File: src/rtl/sprite_motion_pkg.sv
// Shared sprite-motion definitions: direction encodings, default screen limits and
// the button-to-direction priority decode used by the motion FSM and its consumers.
package sprite_motion_pkg;

  typedef enum logic [2:0] {
    DIR_IDLE  = 3'b000,
    DIR_LEFT  = 3'b001,
    DIR_RIGHT = 3'b010,
    DIR_UP    = 3'b011,
    DIR_DOWN  = 3'b100
  } dir_e;

  localparam int H_LAST_DEF = 799;
  localparam int V_LAST_DEF = 599;

  // Vertical buttons win over horizontal ones so diagonal presses move on Y only.
  function automatic dir_e dir_from_buttons(input logic left, input logic right,
                                            input logic up, input logic down);
    if (up)         return DIR_UP;
    else if (down)  return DIR_DOWN;
    else if (left)  return DIR_LEFT;
    else if (right) return DIR_RIGHT;
    else            return DIR_IDLE;
  endfunction

endpackage

File: src/rtl/frame_tick_gen.sv
// End-of-frame detector: one registered frame_tick per frame (even with held pixels)
// and an update enable every FRAME_DIV frames.
module frame_tick_gen #(
  parameter int H_LAST    = 799,
  parameter int V_LAST    = 599,
  parameter int FRAME_DIV = 1
) (
  input  logic        clk,
  input  logic        rst_n,
  input  logic [10:0] pixel_x_i,
  input  logic [9:0]  pixel_y_i,
  output logic        frame_tick_o,
  output logic        upd_o
);

  localparam logic [7:0] CNT_LAST = 8'(FRAME_DIV - 1);

  logic       eof;
  logic       eof_q;
  logic       tick_q;
  logic [7:0] cnt_q;

  assign eof = (pixel_x_i == 11'(H_LAST)) && (pixel_y_i == 10'(V_LAST));

  always_ff @(posedge clk or negedge rst_n) begin
    if (!rst_n) begin
      eof_q  <= 1'b0;
      tick_q <= 1'b0;
      cnt_q  <= '0;
    end else begin
      eof_q  <= eof;
      tick_q <= eof && !eof_q;
      if (tick_q) begin
        cnt_q <= (cnt_q == CNT_LAST) ? '0 : cnt_q + 8'd1;
      end
    end
  end

  assign frame_tick_o = tick_q;
  assign upd_o        = tick_q && (cnt_q == CNT_LAST);

endmodule

File: src/rtl/sprite_motion_ctrl.sv
// Sprite motion controller: button-driven direction FSM and a position register that
// steps once per FRAME_DIV frames, clamping or wrapping at the screen edges.
module sprite_motion_ctrl
  import sprite_motion_pkg::*;
#(
  parameter int H_LAST    = H_LAST_DEF,
  parameter int V_LAST    = V_LAST_DEF,
  parameter int INIT_X    = 50,
  parameter int INIT_Y    = 300,
  parameter int SPRITE_W  = 25,
  parameter int SPRITE_H  = 25,
  parameter int STEP      = 1,
  parameter int FRAME_DIV = 1,
  parameter bit WRAP      = 1'b0
) (
  input  logic        clk,
  input  logic        reset,
  input  logic        left,
  input  logic        right,
  input  logic        up,
  input  logic        down,
  input  logic [10:0] pixel_x,
  input  logic [9:0]  pixel_y,
  output logic [10:0] pos_x,
  output logic [9:0]  pos_y,
  output logic [2:0]  direction,
  output logic        move_strobe,
  output logic        frame_tick
);

  localparam int X_MAX = H_LAST + 1 - SPRITE_W;
  localparam int Y_MAX = V_LAST + 1 - SPRITE_H;
  localparam logic signed [11:0] X_MAX_S  = 12'(X_MAX);
  localparam logic signed [10:0] Y_MAX_S  = 11'(Y_MAX);
  localparam logic signed [11:0] STEP_XS  = 12'(STEP);
  localparam logic signed [10:0] STEP_YS  = 11'(STEP);

  dir_e               dir_q;
  logic [10:0]        pos_x_q, pos_x_d;
  logic [9:0]         pos_y_q, pos_y_d;
  logic               strobe_q;
  logic               upd;
  logic               changed;
  logic signed [11:0] x_sum;
  logic signed [10:0] y_sum;

  frame_tick_gen #(
    .H_LAST   (H_LAST),
    .V_LAST   (V_LAST),
    .FRAME_DIV(FRAME_DIV)
  ) u_tick (
    .clk         (clk),
    .rst_n       (reset),
    .pixel_x_i   (pixel_x),
    .pixel_y_i   (pixel_y),
    .frame_tick_o(frame_tick),
    .upd_o       (upd)
  );

  // One bit of headroom makes underflow show up as a negative sum.
  always_comb begin
    x_sum = signed'({1'b0, pos_x_q});
    y_sum = signed'({1'b0, pos_y_q});
    case (dir_q)
      DIR_LEFT:  x_sum = x_sum - STEP_XS;
      DIR_RIGHT: x_sum = x_sum + STEP_XS;
      DIR_UP:    y_sum = y_sum - STEP_YS;
      DIR_DOWN:  y_sum = y_sum + STEP_YS;
      default:   ;
    endcase

    if (x_sum < 12'sd0)        pos_x_d = WRAP ? 11'(X_MAX) : 11'd0;
    else if (x_sum > X_MAX_S)  pos_x_d = WRAP ? 11'd0 : 11'(X_MAX);
    else                       pos_x_d = x_sum[10:0];

    if (y_sum < 11'sd0)        pos_y_d = WRAP ? 10'(Y_MAX) : 10'd0;
    else if (y_sum > Y_MAX_S)  pos_y_d = WRAP ? 10'd0 : 10'(Y_MAX);
    else                       pos_y_d = y_sum[9:0];

    changed = (pos_x_d != pos_x_q) || (pos_y_d != pos_y_q);
  end

  always_ff @(posedge clk or negedge reset) begin
    if (!reset) begin
      dir_q    <= DIR_IDLE;
      pos_x_q  <= 11'(INIT_X);
      pos_y_q  <= 10'(INIT_Y);
      strobe_q <= 1'b0;
    end else begin
      dir_q    <= dir_from_buttons(left, right, up, down);
      strobe_q <= upd && changed;
      if (upd) begin
        pos_x_q <= pos_x_d;
        pos_y_q <= pos_y_d;
      end
    end
  end

  assign pos_x       = pos_x_q;
  assign pos_y       = pos_y_q;
  assign direction   = dir_q;
  assign move_strobe = strobe_q;

endmodule
File: config.mk
export PLATFORM = sky130hd
export DESIGN_NAME = sprite_motion_ctrl
export DESIGN_NICKNAME = d
export VERILOG_FILES = /design/src/rtl/sprite_motion_pkg.sv /design/src/rtl/frame_tick_gen.sv /design/src/rtl/sprite_motion_ctrl.sv
export SDC_FILE = /design/constraint.sdc
export NUM_CORES = 1
export LEC_CHECK = 0
export ABC_AREA = 1
export CAP_MARGIN = 20
export CORE_UTILIZATION = 46
export CTS_BUF_LIST = sky130_fd_sc_hd__clkbuf_8
export DETAILED_ROUTE_END_ITERATION = 8
export PLACE_DENSITY = 0.69
export SYNTH_ARGS = -nofsm -noshare
export SYNTH_HDL_FRONTEND = slang
export SYNTH_SLANG_ARGS = --single-unit
export TNS_END_PERCENT = 30
File: constraint.sdc
create_clock -name clk -period 3.1 [get_ports clk]
set_input_delay 0.31 -clock clk [delete_from_list [all_inputs] [get_ports clk]]
set_output_delay 0.31 -clock clk [all_outputs]
set_load 0.02 [all_outputs]
==> flow_summary.yaml, run 1 <==
worst_setup_path:
  arrival_ps: 3530
  max_stage_delay_ps: 420
  worstPathMaxFanout: 5
  slowest_stage: "dfrtp_1"
  required_ps: 3300
  cp_top_family: "simple AND/OR/NAND/NOR gates"
  path_class: "flip-flop to flip-flop"
  worstSetupEndpointType: "flip-flop"
  start_kind: "flip-flop"
  cp.buffers_inverters: 6
pwr:
  p_seq_frac: 0.347
  pwr-share-comb: 0.389
  leakagePower_uw: 0.00278
  ir_worst_vdd_uv: 178
  sw_frac_of_total: 0.350
  p_sw_uw: 466
  power_density_nw_per_um2: 245
  clkPwrFrac: 0.264
  p_int_uw: 866
synth:
  synthSimpleGateAreaFrac: 0.413
  synth_edf_count: 0
  synth_top_family_by_area: "simple AND/OR/NAND/NOR gates"
  synth.cell_area_sq_um: 3500
  ys_types: 32
  synth_flop_cell: "dfrtp_1"
  synth-xor-area-share: 0.0300
  yosysTopAreaCellShare: 0.200
  syn_avg_cell_area_sq_um: 6.17
  synthTopCellsByArea: "dfrtp_1 20%, nand2_1 19%, inv_1 10%, nand3_1 9.0%, ha_1 8.6%"
  synth.area.mux_share: 0
  syn_inst: 568
  syn-num-nets: 621
  ys_seq_area_frac: 0.252
  yosysWarningCount: 0
  synth_compound_area_frac: 0.0846
  async_flop_share: 1.00
  synth_adder_area_share: 0.0971
  synth_area_leader_cell: "dfrtp_1"
  ys_ff_latch: 35
die:
  start_util: 0.481
  io_pins: 53
  rows: 31
  dieHeight_microns: 89.3
  die-area_sq_um: 7970
  fp.dieW_microns: 89.3
  core_region_area_sq_um: 7290
final_layout:
  finish.cell_count_without_fillers: 809
  area_growth_pct: 54.8
  num-nets-final: 762
  diodes: 0
  num-fill-cells: 573
  drive_gt1_frac: 0.313
  final_common_cell: "nand2_1"
  layout_common_cells: "143 x nand2_1, 91 x inv_1, 79 x buf_4"
  multi_input_area_sq_um: 2740
  seq_area_sq_um: 886
  fin_area_sq_um: 5430
cts:
  h-tree-depth: 2
  cts-root-buf: "clkbuf_8"
  postCtsHoldBufs: 0
  clock-sinks: 35
  cts_buffers: 5
  clock_latency_ps: 300
  clk_path_buf_depth: 2
  cts_tree: "built"
  clkTransAtPathRegs_ps: 80
place:
  dp_cells: 780
  dpl.hpwl_microns: 7390
  place_area_sq_um: 4620
  place_congestion: 0.900
  portBuffers: 52
  place_ws_ps: -361
timing:
  rsz0062_at_grt: "true"
  relSlewSlack: 0.392
  fmax_mhz: 300
  fin_ws_ps: -235
  setup_viol: 3
  worstMarginPinSlew_ps: 912
  fin_crit_ps: 3330
  maxSlewViolCount: 0
  hold_violations: 0
  fin_skew_ps: 8.94
  finalCritPeriodShare: 1.08
grt:
  grt_max_degree: 36
  grt_pass1_vias: 3859
  antenna_found_initial: 0
  grt_pass1_wl_microns: 17300
  overflow: 0
  track_usage: 0.280
drt:
  drc: 0
  wl_per_cell_microns: 13.8
  dr.pass1.iters: 4
  drt_iter0_markers: 217
  wirelength_microns: 11100
  detail-route-antenna-nets: 0
  vias_per_cell: 5.19
  via_count: 4195
worst_hold_path:
  hold_class: "primary input to async pin"
run_status:
  violations: "setup timing"
  outcome: "finished with violations"
run:
  cap_violations: 0
## logic make-up after synthesis
family / after synthesis
and+or+nand+nor: 332
buffers and inverters: 110
AOI/OAI and AO/OA: 53
DFF: 35
adders and majority gates: 26
xor gates and xnor gates: 12
## cells in the mapped netlist (2+ instances only)
cell type  number
o211ai_1        4
o21ai_0        11
nor4_1          4
buf_4           2
inv_1          97
dfstp_2         7
a31oi_1         3
nand2_2         6
or2_2           2
nor2_2          5
xnor2_1         2
nand3_1        63
nor3_1          5
a21oi_1        32
fa_1            2
dfrtp_1        28
nand2_1       173
ha_1           24
clkbuf_1        3
xor2_1         10
nand3b_1        4
buf_2           2
nand3_2         2
inv_2           5
nand4_1        15
nor2_1         51
## through the flow
step / util / total power (uW) / hold WS, ps / setup TNS [ps]
2_1_floorplan: - / 688 / 14.4 / 0
3_3_place_gp: 0.634 / 869 / 412 / -359
3_5_place_dp: 0.634 / 875 / 404 / -361
4_1_cts: 0.716 / 1300 / 163 / -45.4
5_1_grt: 0.744 / 1410 / 193 / -1620
6_report: 0.744 / 1330 / 129 / -418
## layer usage
| layer | GRT usage | up-vias | wire length [microns] |
|---|---|---|---|
| li1 | - | 2101 | - |
| met1 | 0.364 | 1941 | 4950 |
| met2 | 0.484 | 130 | 5370 |
| met3 | 0.0443 | 23 | 610 |
| met4 | 0.0750 | 0 | 193 |
| met5 | 0 | - | 0 |
## power groups by stage
stage	clock network [uW]	logic [uW]	registers, uW
floorplan	0	214	474
global placement	0	398	470
detailed placement	0	405	471
CTS	362	473	462
global route	384	565	462
finish	352	518	462
## path summary, 6_finish.rpt
path                         startpoint                   to  slack (ps)  cells after the start
min reg2reg                u_tick.eof_q  u_tick.frame_tick_o         420                      1
max in group asynchronous         reset         direction[2]        2340                      1
min                               reset      u_tick.cnt_q[5]         130                      1
min in group clk           u_tick.eof_q  u_tick.frame_tick_o         420                      1
max                        direction[0]          move_strobe        -230                     25
max reg2reg                direction[0]          move_strobe        -230                     25
## sequential cells by signal (all words and copies together), names as in the netlist
signal,count
u_tick.eof_q,1
pos_x,11
move_strobe,1
u_tick.frame_tick_o,1
direction,3
pos_y,10
u_tick.cnt_q,8
## repair_timing
action	CTS	global route
gates resized for setup	73	49
endpoints found under the setup margin	1	12
buffers inserted	12	4
endpoints found under the hold margin	0	0
pin swaps	37	47
gates cloned	5	0
## layout make-up
| type | count | share of cell area |
|---|---|---|
| Clock buffer | 5 | 0.0127 |
| Clock inverter | 3 | 0.00438 |
| Inverter | 102 | 0.0710 |
| Multi-Input combinational cell | 425 | 0.504 |
| Sequential cell | 35 | 0.163 |
| Tap cell | 99 | 0.0228 |
| Timing Repair Buffer | 138 | 0.219 |
| Timing Repair inverter | 2 | 0.00277 |
Power figures use the tool's default switching activity.
==> run 2: changes to the inputs <==
- CTS_CLUSTER_DIAMETER: default -> 80
- DONT_BUFFER_PORTS: default -> 1
- GPL_TIMING_DRIVEN: default -> 0
- PLACE_DENSITY: 0.69 -> 0.6
==> run 2 against run 1 <==
Effect of this change:
- wire length shrank 15%
- first-iteration DRC count shrank 2.3%
- non-clock buffer count shrank 106
- sequential share of layout area grew 3.8 points
- final cell count shrank 13%
- highest routed layer unchanged
- via count shrank 13%
- register-to-register slack is essentially flat
- global-route usage shrank 3.7 points
- clock skew shrank 3.3 ps
- critical path depth grew 2
- largest power group is now sequential cells
- combinational power shrank 29%
- the run still ends with setup timing left
==> flow_summary.yaml, run 2 (synthesis gave the netlist of run 1 again) <==
cts:
  cts_buffers: 5
  h-tree-depth: 2
  clock_latency_ps: 290
  clock-sinks: 35
  clkTransAtPathRegs_ps: 80
  clk_path_buf_depth: 2
  cts-root-buf: "clkbuf_8"
  cts_tree: "built"
grt:
  grt_pass1_wl_microns: 15000
  grt_max_degree: 36
  track_usage: 0.244
  grt_pass1_vias: 3247
  antenna_found_initial: 0
  overflow: 0
timing:
  fin_ws_ps: -225
  relSlewSlack: 0.449
  fin_skew_ps: 5.61
  worstMarginPinSlew_ps: 821
  hold_violations: 0
  holdWs_ps: 76.7
  fmax_mhz: 301
  setup_viol: 1
  fin_crit_ps: 3320
  maxSlewViolCount: 0
  finalCritPeriodShare: 1.07
  rsz0062_at_grt: "true"
drt:
  drc: 0
  drt_iter0_markers: 212
  dr.pass1.iters: 5
  vias_per_cell: 5.20
  wirelength_microns: 9430
  detail-route-antenna-nets: 0
  wl_per_cell_microns: 13.5
  via_count: 3648
die:
  core_region_area_sq_um: 7290
  rows: 31
  io_pins: 53
  dieHeight_microns: 89.3
  die-area_sq_um: 7970
  start_util: 0.481
  fp.dieW_microns: 89.3
pwr:
  total_power_uw: 1190
  clkPwrFrac: 0.300
  p_int_uw: 789
  p_sw_uw: 403
  sw_frac_of_total: 0.338
  p_seq_frac: 0.393
  leakagePower_uw: 0.00230
  ir_worst_vdd_uv: 207
  power_density_nw_per_um2: 270
  pwr-share-comb: 0.308
final_layout:
  num-nets-final: 654
  largest_reg_flops: 11
  diodes: 0
  final_common_cell: "nand2_1"
  fin_util: 0.605
  area_growth_pct: 25.9
  finish.cell_count_without_fillers: 701
  drive_gt1_frac: 0.204
  layout_common_cells: "161 x nand2_1, 94 x inv_1, 55 x nand3_1"
worst_hold_path:
  worstHoldPathCells: 1
  hold_class: "primary input to flip-flop"
worst_setup_path:
  worstRegToRegCells: 27
  path_class: "flip-flop to flip-flop"
  worstSetupEndpointType: "flip-flop"
  arrival_ps: 3510
  worstPathMaxFanout: 6
  required_ps: 3290
  start_kind: "flip-flop"
place:
  place_congestion: 0.871
  place_ws_ps: -695
  portBuffers: 0
  dp_cells: 667
  dpl.hpwl_microns: 6810
run:
  cap_violations: 0
run_status:
  outcome: "finished with violations"
  violations: "setup timing"
==> run 2: layout make-up <==
type	instances	area, sq um
Fill cell	720	2880
Clock inverter	2	16.3
Timing Repair Buffer	24	239
Buffer	8	56.3
Inverter	102	399
Timing Repair inverter	1	8.76
Tap cell	99	124
Clock buffer	6	82.6
Multi-Input combinational cell	424	2600
Sequential cell	35	888
==> run 2: path summary, 6_finish.rpt <==
kind / start / end / slack (ps)
setup reg to reg: direction[0] / move_strobe / -220
min in group asynchronous: reset / pos_x[8] / 500
hold / removal: up / direction[2] / 80
hold reg to reg: u_tick.eof_q / u_tick.frame_tick_o / 400
setup / recovery: direction[0] / move_strobe / -220
max in group asynchronous: reset / pos_y[5] / 2330
==> run 2: worst max-delay path: stages, from the launching register on <==
cell and delay (ps):
dfrtp_2 500, nor2_4 150, inv_2 70, nor2_4 130, buf_12 140, clkinv_8 80, ha_1 340, nand2_2 100
nand2_1 70, nand2_1 60, nand2_1 40, nand2_1 70, nand4_1 180, nand2_2 140, nor2_4 60, nor2_4 140
nand2_4 80, buf_4 160, nand3_1 60, nand2_1 70, nor2_2 140, nand2_1 60, inv_1 50, nand2_1 50
nor2_2 100, nand3_1 90, nand2_1 60, inv_1 40
==> run 2: timing repair <==
action | in CTS | in global routing
setup endpoints to repair | 14 | 9
hold buffers | 2 | 0
gates resized for setup | 45 | 38
pin swaps | 5 | 24
cloned | 3 | 1
endpoints found under the hold margin | 35 | 0
setup buffers | 8 | 12
==> run 2: power groups by stage <==
| stage | Combinational (uW) | Sequential [uW] | Clock [uW] |
|---|---|---|---|
| 2_1_floorplan | 214 | 474 | 0 |
| 3_3_place_gp | 260 | 475 | 0 |
| 3_5_place_dp | 263 | 475 | 0 |
| 4_1_cts | 318 | 468 | 374 |
| 5_1_grt | 410 | 468 | 393 |
| 6_report | 367 | 468 | 357 |
==> run 2: per-layer routing <==
metal  global-route usage  up-vias  part of all wire
met2                0.398       77              0.46
met4               0.0433        0            0.0049
li1                     -     1871                 -
met1                0.337     1694              0.49
met3               0.0508        6             0.047
met5                    0        -                 0
==> run 2: per-stage QoR <==
stage	TNS [ps]	cell area, sq um
after detailed placement	-2750	3630
after floorplan	0	3510
after CTS	-157	4080
after global routing	-557	4410
after global placement	-2090	3630
final	-225	4410
==> run 3: changes to the inputs <==
- CTS_CLUSTER_DIAMETER: 80 -> 40
- PLACE_DENSITY: 0.6 -> 0.58
- clock period: 3.1 -> 4.1 ns (I/O delays scaled with it)
==> run 3 against run 2 <==
Effect of this change:
- the flow now finishes without violations
- critical path depth shrank 5
- sequential power shrank 25%
- clock skew grew 0.94 ps
- clock-buffer cell count is the same
- combinational power shrank 43%
- register-to-register slack gained 590 ps
- flip-flop and latch count is the same
- largest power group unchanged
- first-iteration DRC count shrank 30%
- die area is the same
- design area shrank 14%
- worst setup slack gained 590 ps
- via count shrank 5.7%
==> flow_summary.yaml, run 3 (synthesis gave the netlist of run 1 again) <==
drt:
  wirelength_microns: 8630
  drc: 0
  dr.pass1.iters: 5
  vias_per_cell: 5.08
  detail-route-antenna-nets: 0
  via_count: 3441
  wl_per_cell_microns: 12.7
  drt_iter0_markers: 149
die:
  fp.dieW_microns: 89.3
  dieHeight_microns: 89.3
  die-area_sq_um: 7970
  core_region_area_sq_um: 7290
  start_util: 0.481
  io_pins: 53
  rows: 31
pwr:
  power_density_nw_per_um2: 238
  p_int_uw: 618
  ir_worst_vdd_uv: 201
  clkPwrFrac: 0.375
  sw_frac_of_total: 0.314
  p_sw_uw: 282
  p_seq_frac: 0.391
  leakagePower_uw: 0.00215
  pwr-share-comb: 0.234
worst_setup_path:
  start_kind: "flip-flop"
  arrival_ps: 3910
  worstPathMaxFanout: 12
  path_class: "flip-flop to flip-flop"
  required_ps: 4280
  worstSetupEndpointType: "flip-flop"
timing:
  setup_viol: 0
  finalCritPeriodShare: 0.910
  maxSlewViolCount: 0
  fin_skew_ps: 6.55
  relSlewSlack: 0.435
  fin_ws_ps: 370
  rsz0062_at_grt: "false"
  fmax_mhz: 268
  hold_violations: 0
  worstMarginPinSlew_ps: 842
  fin_crit_ps: 3730
  fin_setup_tns_ps: 0
cts:
  clk_path_buf_depth: 2
  h-tree-depth: 2
  clock_latency_ps: 290
  clock-sinks: 35
  cts-root-buf: "clkbuf_8"
  cts_buffers: 5
  clkTransAtPathRegs_ps: 70
  cts_tree: "built"
  post-cts-setup-buffer-count: 0
grt:
  gr-usage-met1: 0.333
  track_usage: 0.226
  busiest_layer: "met2"
  use_met3: 0.0342
  overflow: 0
  use_met2: 0.355
  grt_pass1_vias: 3005
  antenna_found_initial: 0
  grt_pass1_wl_microns: 14000
  grt_max_degree: 36
final_layout:
  layout_common_cells: "173 x nand2_1, 96 x inv_1, 63 x nand3_1"
  final_common_cell: "nand2_1"
  multi_input_area_sq_um: 2190
  seq_area_sq_um: 885
  num-nets-final: 630
  diodes: 0
  drive_gt1_frac: 0.0779
  area_growth_pct: 8.00
  num-fill-cells: 792
  largest_reg_flops: 11
worst_hold_path:
  hold_class: "primary input to flip-flop"
run_status:
  outcome: "complete, no violations"
place:
  place_ws_ps: 9.30
  place_congestion: 0.869
  dpl.hpwl_microns: 6870
  portBuffers: 0
run:
  cap_violations: 0
-- run 3: cell types whose count changed in the layout (fill, tap and decap cells not counted), moves of 5 or more --
cell | previous run | this run
buf_4 | 18 | 2
ha_4 | 19 | 0
a21oi_2 | 5 | 0
nand2_2 | 16 | 6
buf_6 | 7 | 1
ha_1 | 5 | 24
nand3_2 | 9 | 2
nand2_1 | 161 | 173
nand3_1 | 55 | 63
a21oi_1 | 27 | 32
-- run 3: cell type report --
type                            instances  area share
Buffer                                  8      0.0126
Timing Repair Buffer                    2     0.00793
Clock buffer                            6      0.0218
Clock inverter                          2      0.0102
Multi-Input combinational cell        423       0.580
Sequential cell                        35       0.234
Inverter                              102       0.101
Tap cell                               99      0.0327
-- run 3: per-stage QoR --
stage | area, sq um | utilization | power [uW] | instances | hold slack [ps]
after detailed placement | 3630 | 0.498 | 558 | 667 | 115
final | 3780 | 0.519 | 901 | 677 | 179
after CTS | 3780 | 0.519 | 909 | 677 | 167
after floorplan | 3500 | - | 520 | 568 | 114
after global routing | 3780 | 0.519 | 949 | 677 | 165
after global placement | 3630 | 0.498 | 557 | 667 | 115
-- run 3: routing by layer --
layer / routed length (microns) / up-vias
met5: 0 / -
met4: 48 / 0
met3: 333 / 4
met2: 3680 / 69
met1: 4570 / 1544
li1: - / 1824
-- run 3: critical path, cell delays in order, from the launching register on --
cell and delay, ps:
dfrtp_1 520, nor3_2 410, inv_1 330, ha_1 430, nand2_1 120, inv_1 50
a21oi_1 180, nand2_1 100, nand2_1 80, nand2_1 60, nand2_1 70, nand3_2 140
nand3_1 190, buf_2 230, nand4_1 140, nand2_1 80, nand2_1 50, inv_1 50
nand2_1 50, nor2_1 110, nand3_1 80, nand2_1 80, inv_1 50
-- run 3: repair_timing --
item / CTS / global route
hold buffers: 2 / 0
cloned: 0 / 0
resized for setup: 1 / 1
hold endpoints to repair: 35 / 0
setup endpoints to repair: 1 / 1
-- run 3: path summary, 6_finish.rpt --
check | from | endpoint | slack [ps] | depth (start not counted)
min reg2reg | u_tick.eof_q | u_tick.frame_tick_o | 410 | 1
min in group asynchronous | reset | pos_y[9] | 570 | 2
min | up | direction[2] | 180 | 1
max reg2reg | direction[2] | move_strobe | 370 | 22
max in group asynchronous | reset | pos_y[3] | 3260 | 2
max | direction[2] | move_strobe | 370 | 22
-- run 3: power groups by stage --
stage	sequential [uW]	clock [uW]	combinational [uW]
2_1_floorplan	358	0	162
4_1_cts	352	346	211
3_5_place_dp	359	0	199
3_3_place_gp	359	0	198
6_report	352	338	211
5_1_grt	353	356	240
==> RTL change 1, RTL diff (settings of run 2) <==
Make the reset (`reset` and `rst_n`) synchronous in 2 clocked blocks.
--- a/src/rtl/frame_tick_gen.sv
+++ b/src/rtl/frame_tick_gen.sv
@@ -24,3 +24,3 @@
 
-  always_ff @(posedge clk or negedge rst_n) begin
+  always_ff @(posedge clk) begin
     if (!rst_n) begin
--- a/src/rtl/sprite_motion_ctrl.sv
+++ b/src/rtl/sprite_motion_ctrl.sv
@@ -82,3 +82,3 @@
 
-  always_ff @(posedge clk or negedge reset) begin
+  always_ff @(posedge clk) begin
     if (!reset) begin
Formal check against the unedited RTL: differs if reset is asserted again (counterexample within 4 cycles, from zero or initial values and one cycle with reset low); with reset held inactive, the same outputs for 10 cycles.
==> RTL change 1 against run 2 <==
  * The flow still finishes with violations (setup timing)
  * Combinational power is 18% higher
  * Power is 12% higher
  * Count of clock-buffer cells in the layout unchanged
  * Wire length rose by 0.35%
  * Sequential cell count is the same
  * Synthesized area shrank 3.6%
  * Setup slack better by 210 ps
  * Design area fell by 4.6%
==> RTL change 1: results (changes against run 2) <==
* Slack of the critical path at -10.2 ps (was -225 ps)
* Worst Path Max Fanout at 7 (was 6)
* First-pass GRT wire length at 14800 um (was 15000 um)
* Global Route Usage Sum at 24.5% (was 24.4%)
* Worst Path Arrival at 3260 ps (was 3510 ps)
* CP Launch Point: direction[1] (was direction[0])
* Placed insts at 659 (was 667)
* Max_slew headroom at 52.3% (was 44.9%)
* Async SR Flop Fraction at 0% (was 100%)
* Pwr per Cell Area at 317 nW/um2 (was 270 nW/um2)
* Fillers at 667 (was 720)
* Pre-CTS worst setup slack at -325 ps (was -695 ps)
* Core region area at 6940 um2 (was 7290 um2)
* Top cells by area, synth: dfxtp_1 21%, nand2_1 18%, inv_1 11% (was dfrtp_1 20%, nand2_1 19%, inv_1 10%)
* Most used DFF post-synth: dfxtp_1 (was dfrtp_1)
* Area after DPL at 3500 um2 (was 3630 um2)
* Fin nets at 640 (was 654)
* Routability cong. at 0.843 (was 0.871)
* Seq/Total Area, Yosys at 20.7% (was 25.2%)
* 1st-iter DRT viols at 198 (was 212)
* Cell count after synthesis at 563 (was 568)
* Final setup violation count at 1 (unchanged)
* Largest net degree at the start of global routing at 13 (was 36)
* Number of global-route vias before repair at 3197 (was 3247)
* Status: finished with violations (unchanged)
* Leakage at 1.97 nW (was 2.30 nW)
* Top cells by count, synth: 166 x nand2_1, 99 x inv_1, 53 x nand3_1 (was 173 x nand2_1, 97 x inv_1, 63 x nand3_1)
* Detailed Place HPWL at 6990 um (was 6810 um)
* Synth cell types at 40 (was 32)
* Maximum vdd drop at 0.000216 V (was 0.000207 V)
* Layout Skew at 4.92 ps (was 5.61 ps)
* Port Buffer Count at 0 (unchanged)
* Via density at 5.24 (was 5.20)
* Fin cells at 684 (was 701)
* Violated checks: setup timing (unchanged)
* Final Hold Vio Count at 0 (unchanged)
* Worst r2r src: direction[1] (was direction[0])
* Layout cell share with drive strength beyond 1 at 21.8% (was 20.4%)
## RTL change 1: repair_timing
action / CTS / global route
gates resized for setup: 33 / 66
setup buffers: 5 / 10
pin swaps: 10 / 35
endpoints found under the setup margin: 1 / 1
gates cloned: 1 / 1
## RTL change 1: critical path, cell delays in order (launching register included)
cell and delay, ps:
dfxtp_4 390, inv_4 80, nand2_4 60, nor2_4 120
clkinvlp_4 130, buf_8 160, buf_4 140, ha_4 290
nand2_2 90, nor2_4 140, nand3_2 80, nand4_1 220
nand3b_4 120, nor2_4 150, nand2_4 100, buf_6 140
nand3_1 60, nand4_1 120, nor2_2 130, nand2_1 70
nor2_2 110, a21oi_2 70
## RTL change 1: final timing paths
path,cells after the start,to
setup / recovery,21,move_strobe
hold / removal,2,direction[1]
setup reg to reg,21,move_strobe
hold reg to reg,1,u_tick.frame_tick_o
## RTL change 1: kinds of logic (layout without fill, tap and decap cells)
group / after synthesis / in the layout / synth area share (%)
buffers and inverters: 114 / 139 / 13.5
muxes: 1 / 1 / 0.296
DFF: 35 / 35 / 20.7
xor gates and xnor gates: 5 / 5 / 1.30
adders and majority gates: 26 / 26 / 10.1
and+or+nand+nor: 319 / 319 / 42.8
AOI/OAI and AO/OA: 63 / 63 / 11.3
## RTL change 1: power breakdown
part	switching [W]	internal, W	total, W
sequential	0.00000703	0.000451	0.000458
combinational	0.000269	0.000164	0.000433
clock	0.000177	0.000265	0.000441
## RTL change 1: through the flow
step | setup TNS (ps) | total power, W | hold slack [ps]
2_1_floorplan | 0 | 0.000760 | 373
3_3_place_gp | -334 | 0.000825 | 382
3_5_place_dp | -325 | 0.000828 | 387
4_1_cts | 0 | 0.00128 | 134
5_1_grt | -194 | 0.00141 | 129
6_report | -10.2 | 0.00133 | 137
## RTL change 1: routing by layer
metal / global-route usage (%) / share of wire (%)
met1: 35.5 / 50
met2: 38.8 / 45
met3: 3.86 / 4.4
met4: 3.43 / 0.64
met5: 0 / 0
## RTL change 1: cell type report
| class | count | share of cell area (%) |
|---|---|---|
| repair inverters | 1 | 0.149 |
| plain buffers | 8 | 1.43 |
| flip-flops and latches | 35 | 16.9 |
| inverters | 106 | 9.90 |
| repair buffers | 16 | 3.60 |
| multi-input cells | 414 | 62.2 |
| well taps | 96 | 2.85 |
| clock inverters | 2 | 0.922 |
| clock buffers | 6 | 1.96 |
==> RTL change 2, RTL diff (config.mk and constraints of run 2) <==
Made on the original files. Change the parameter `WRAP` from 1'b0 to 1'b1.
--- a/src/rtl/sprite_motion_ctrl.sv
+++ b/src/rtl/sprite_motion_ctrl.sv
@@ -13,3 +13,3 @@
   parameter int FRAME_DIV = 1,
-  parameter bit WRAP      = 1'b0
+  parameter bit WRAP      = 1'b1
 ) (
Check against the original RTL: no difference found for any inputs over 10 cycles, from zero or initial values and one cycle with reset low; that may be too few to reach the edited logic, so the function may still have changed.
==> RTL change 2 against run 2 <==
  * The run still ends with setup timing left
  * Critical path depth down 5
  * Design area up 5.4%
  * Sequential cell count unchanged
  * Setup slack better by 96 ps
  * Clock power down 7.0%
  * Die area up 2.3%
  * Power up 3.6%
  * Wire length up 11%
  * Sequential share of layout area down 1.0 points
  * Global-route usage up 0.67 points
  * Synthesized area up 2.3%
  * Critical endpoint unchanged
==> RTL change 2: results (changes against run 2) <==
* RR Endpoint: move_strobe (unchanged)
* Fin nets at 679 (was 654)
* Violated checks: setup timing (unchanged)
* Worst Path Arrival at 3410 ps (was 3510 ps)
* Largest net degree at the start of global routing at 36 (unchanged)
* Worst path max stage delay at 490 ps
* Ant diodes at 0 (unchanged)
* Pre-CTS worst setup slack at -905 ps (was -695 ps)
* Clock Pin Slew Worst Setup and Hold Paths at 70 ps
* Worst Path Max Fanout at 4 (was 6)
* Maximum vdd drop at 0.000248 V (was 0.000207 V)
* Synth cell types at 35 (was 32)
* Slack of the critical path at -129 ps (was -225 ps)
* Max_slew headroom at 61.4% (was 44.9%)
* First-pass GRT wire length at 16700 um (was 15000 um)
* 1st-iter DRT viols at 244 (was 212)
* Layout cell share with drive strength beyond 1 at 27.3% (was 20.4%)
* Top cells by count, synth: 178 x nand2_1, 99 x inv_1, 62 x nand3_1 (was 173 x nand2_1, 97 x inv_1, 63 x nand3_1)
* Final setup violation count at 2 (was 1)
* Total number of vias at 3854 (was 3648)
* Syn Nets at 635 (was 621)
* Status: finished with violations (unchanged)
* Global Route Usage Sum at 25.0% (was 24.4%)
* Worst r2r path cells at 22 (was 27)
* Top cells by area, synth: dfrtp_1 20%, nand2_1 19%, inv_1 10% (unchanged)
* ANT nets after route at 0 (unchanged)
* Seq/Total Area, Yosys at 24.7% (was 25.2%)
* CTS Buf Count at 5 (unchanged)
* Worst skew pair latency at 300 ps
* Detailed Place HPWL at 7100 um (was 6810 um)
* Number of global-route vias before repair at 3514 (was 3247)
* Switching share of power at 36.2% (was 33.8%)
* Total wire length at 10500 um (was 9430 um)
* Leakage at 2.42 nW (was 2.30 nW)
* First-pass DRT Iterations at 7 (was 5)
* Routability cong. at 0.839 (was 0.871)
* Layout Skew at 8.27 ps (was 5.61 ps)
* CP max-delay cell: dfrtp_2 (unchanged)
RTL change 2: repair_timing:
action	CTS	global route
gates cloned	1	2
setup endpoints to repair	11	2
resized for setup	57	72
hold buffers	2	0
setup buffers	20	12
pin swaps	31	52
hold endpoints to repair	35	0
RTL change 2: cells by family after synthesis:
group | count (synthesis) | share of synthesized area [%]
AO/OA/AOI/OAI | 56 | 8.69
XOR/XNOR | 10 | 2.44
adder cells (fa/ha/maj) | 26 | 9.49
buffers and inverters | 114 | 12.6
flip-flops | 35 | 24.7
AND/OR/NAND/NOR | 341 | 42.1
RTL change 2: area by class of cell:
cell class,count,area [um2]
Timing Repair inverter,2,15.0
Clock buffer,5,68.8
Buffer,10,71.3
Clock inverter,3,17.5
Multi-Input combinational cell,433,2740
Tap cell,99,124
Sequential cell,35,888
Inverter,104,403
Timing Repair Buffer,35,328
Fill cell,689,2760
RTL change 2: worst max path at each step:
stage | startpoint | endpoint | slack, ps | depth (start not counted)
2_1_floorplan | direction[1] | move_strobe | 110 | 20
3_5_place_dp | direction[1] | move_strobe | -900 | 21
4_1_cts | direction[1] | move_strobe | -40 | 22
5_1_grt | direction[0] | move_strobe | -310 | 22
3_3_place_gp | direction[1] | move_strobe | -920 | 21
6_report | direction[0] | move_strobe | -130 | 22
RTL change 2: stage by stage:
stage | instances | hold WS (ps) | area, um2 | setup TNS (ps)
finish | 726 | 70.7 | 4650 | -198
global route | 726 | 63.8 | 4650 | -594
CTS | 712 | 64.4 | 4230 | -41.3
detailed placement | 681 | 15.4 | 3710 | -5460
global placement | 681 | 15.1 | 3710 | -5300
floorplan | 582 | 14.4 | 3590 | 0
RTL change 2: power by group through the flow:
stage | logic, W | registers, W | clock network (W)
6_report | 0.000435 | 0.000467 | 0.000332
5_1_grt | 0.000479 | 0.000468 | 0.000355
4_1_cts | 0.000360 | 0.000467 | 0.000339
3_5_place_dp | 0.000290 | 0.000474 | 0
3_3_place_gp | 0.000287 | 0.000474 | 0
2_1_floorplan | 0.000233 | 0.000473 | 0
RTL change 2: metal layers:
layer | vias to the layer above | share of wire, % | track usage, %
li1 | 1946 | - | -
met1 | 1778 | 48 | 36.5
met2 | 118 | 45 | 39.0
met3 | 12 | 5.6 | 4.38
met4 | 0 | 1.0 | 4.70
met5 | - | 0 | 0
RTL change 2: critical path: cells and delay by family (launching register included):
family          cells  cell delay, ps
fa+ha+maj           1             310
compound gates      2             260
flops               1             490
simple gates       16            1560
buf+inv             3             480
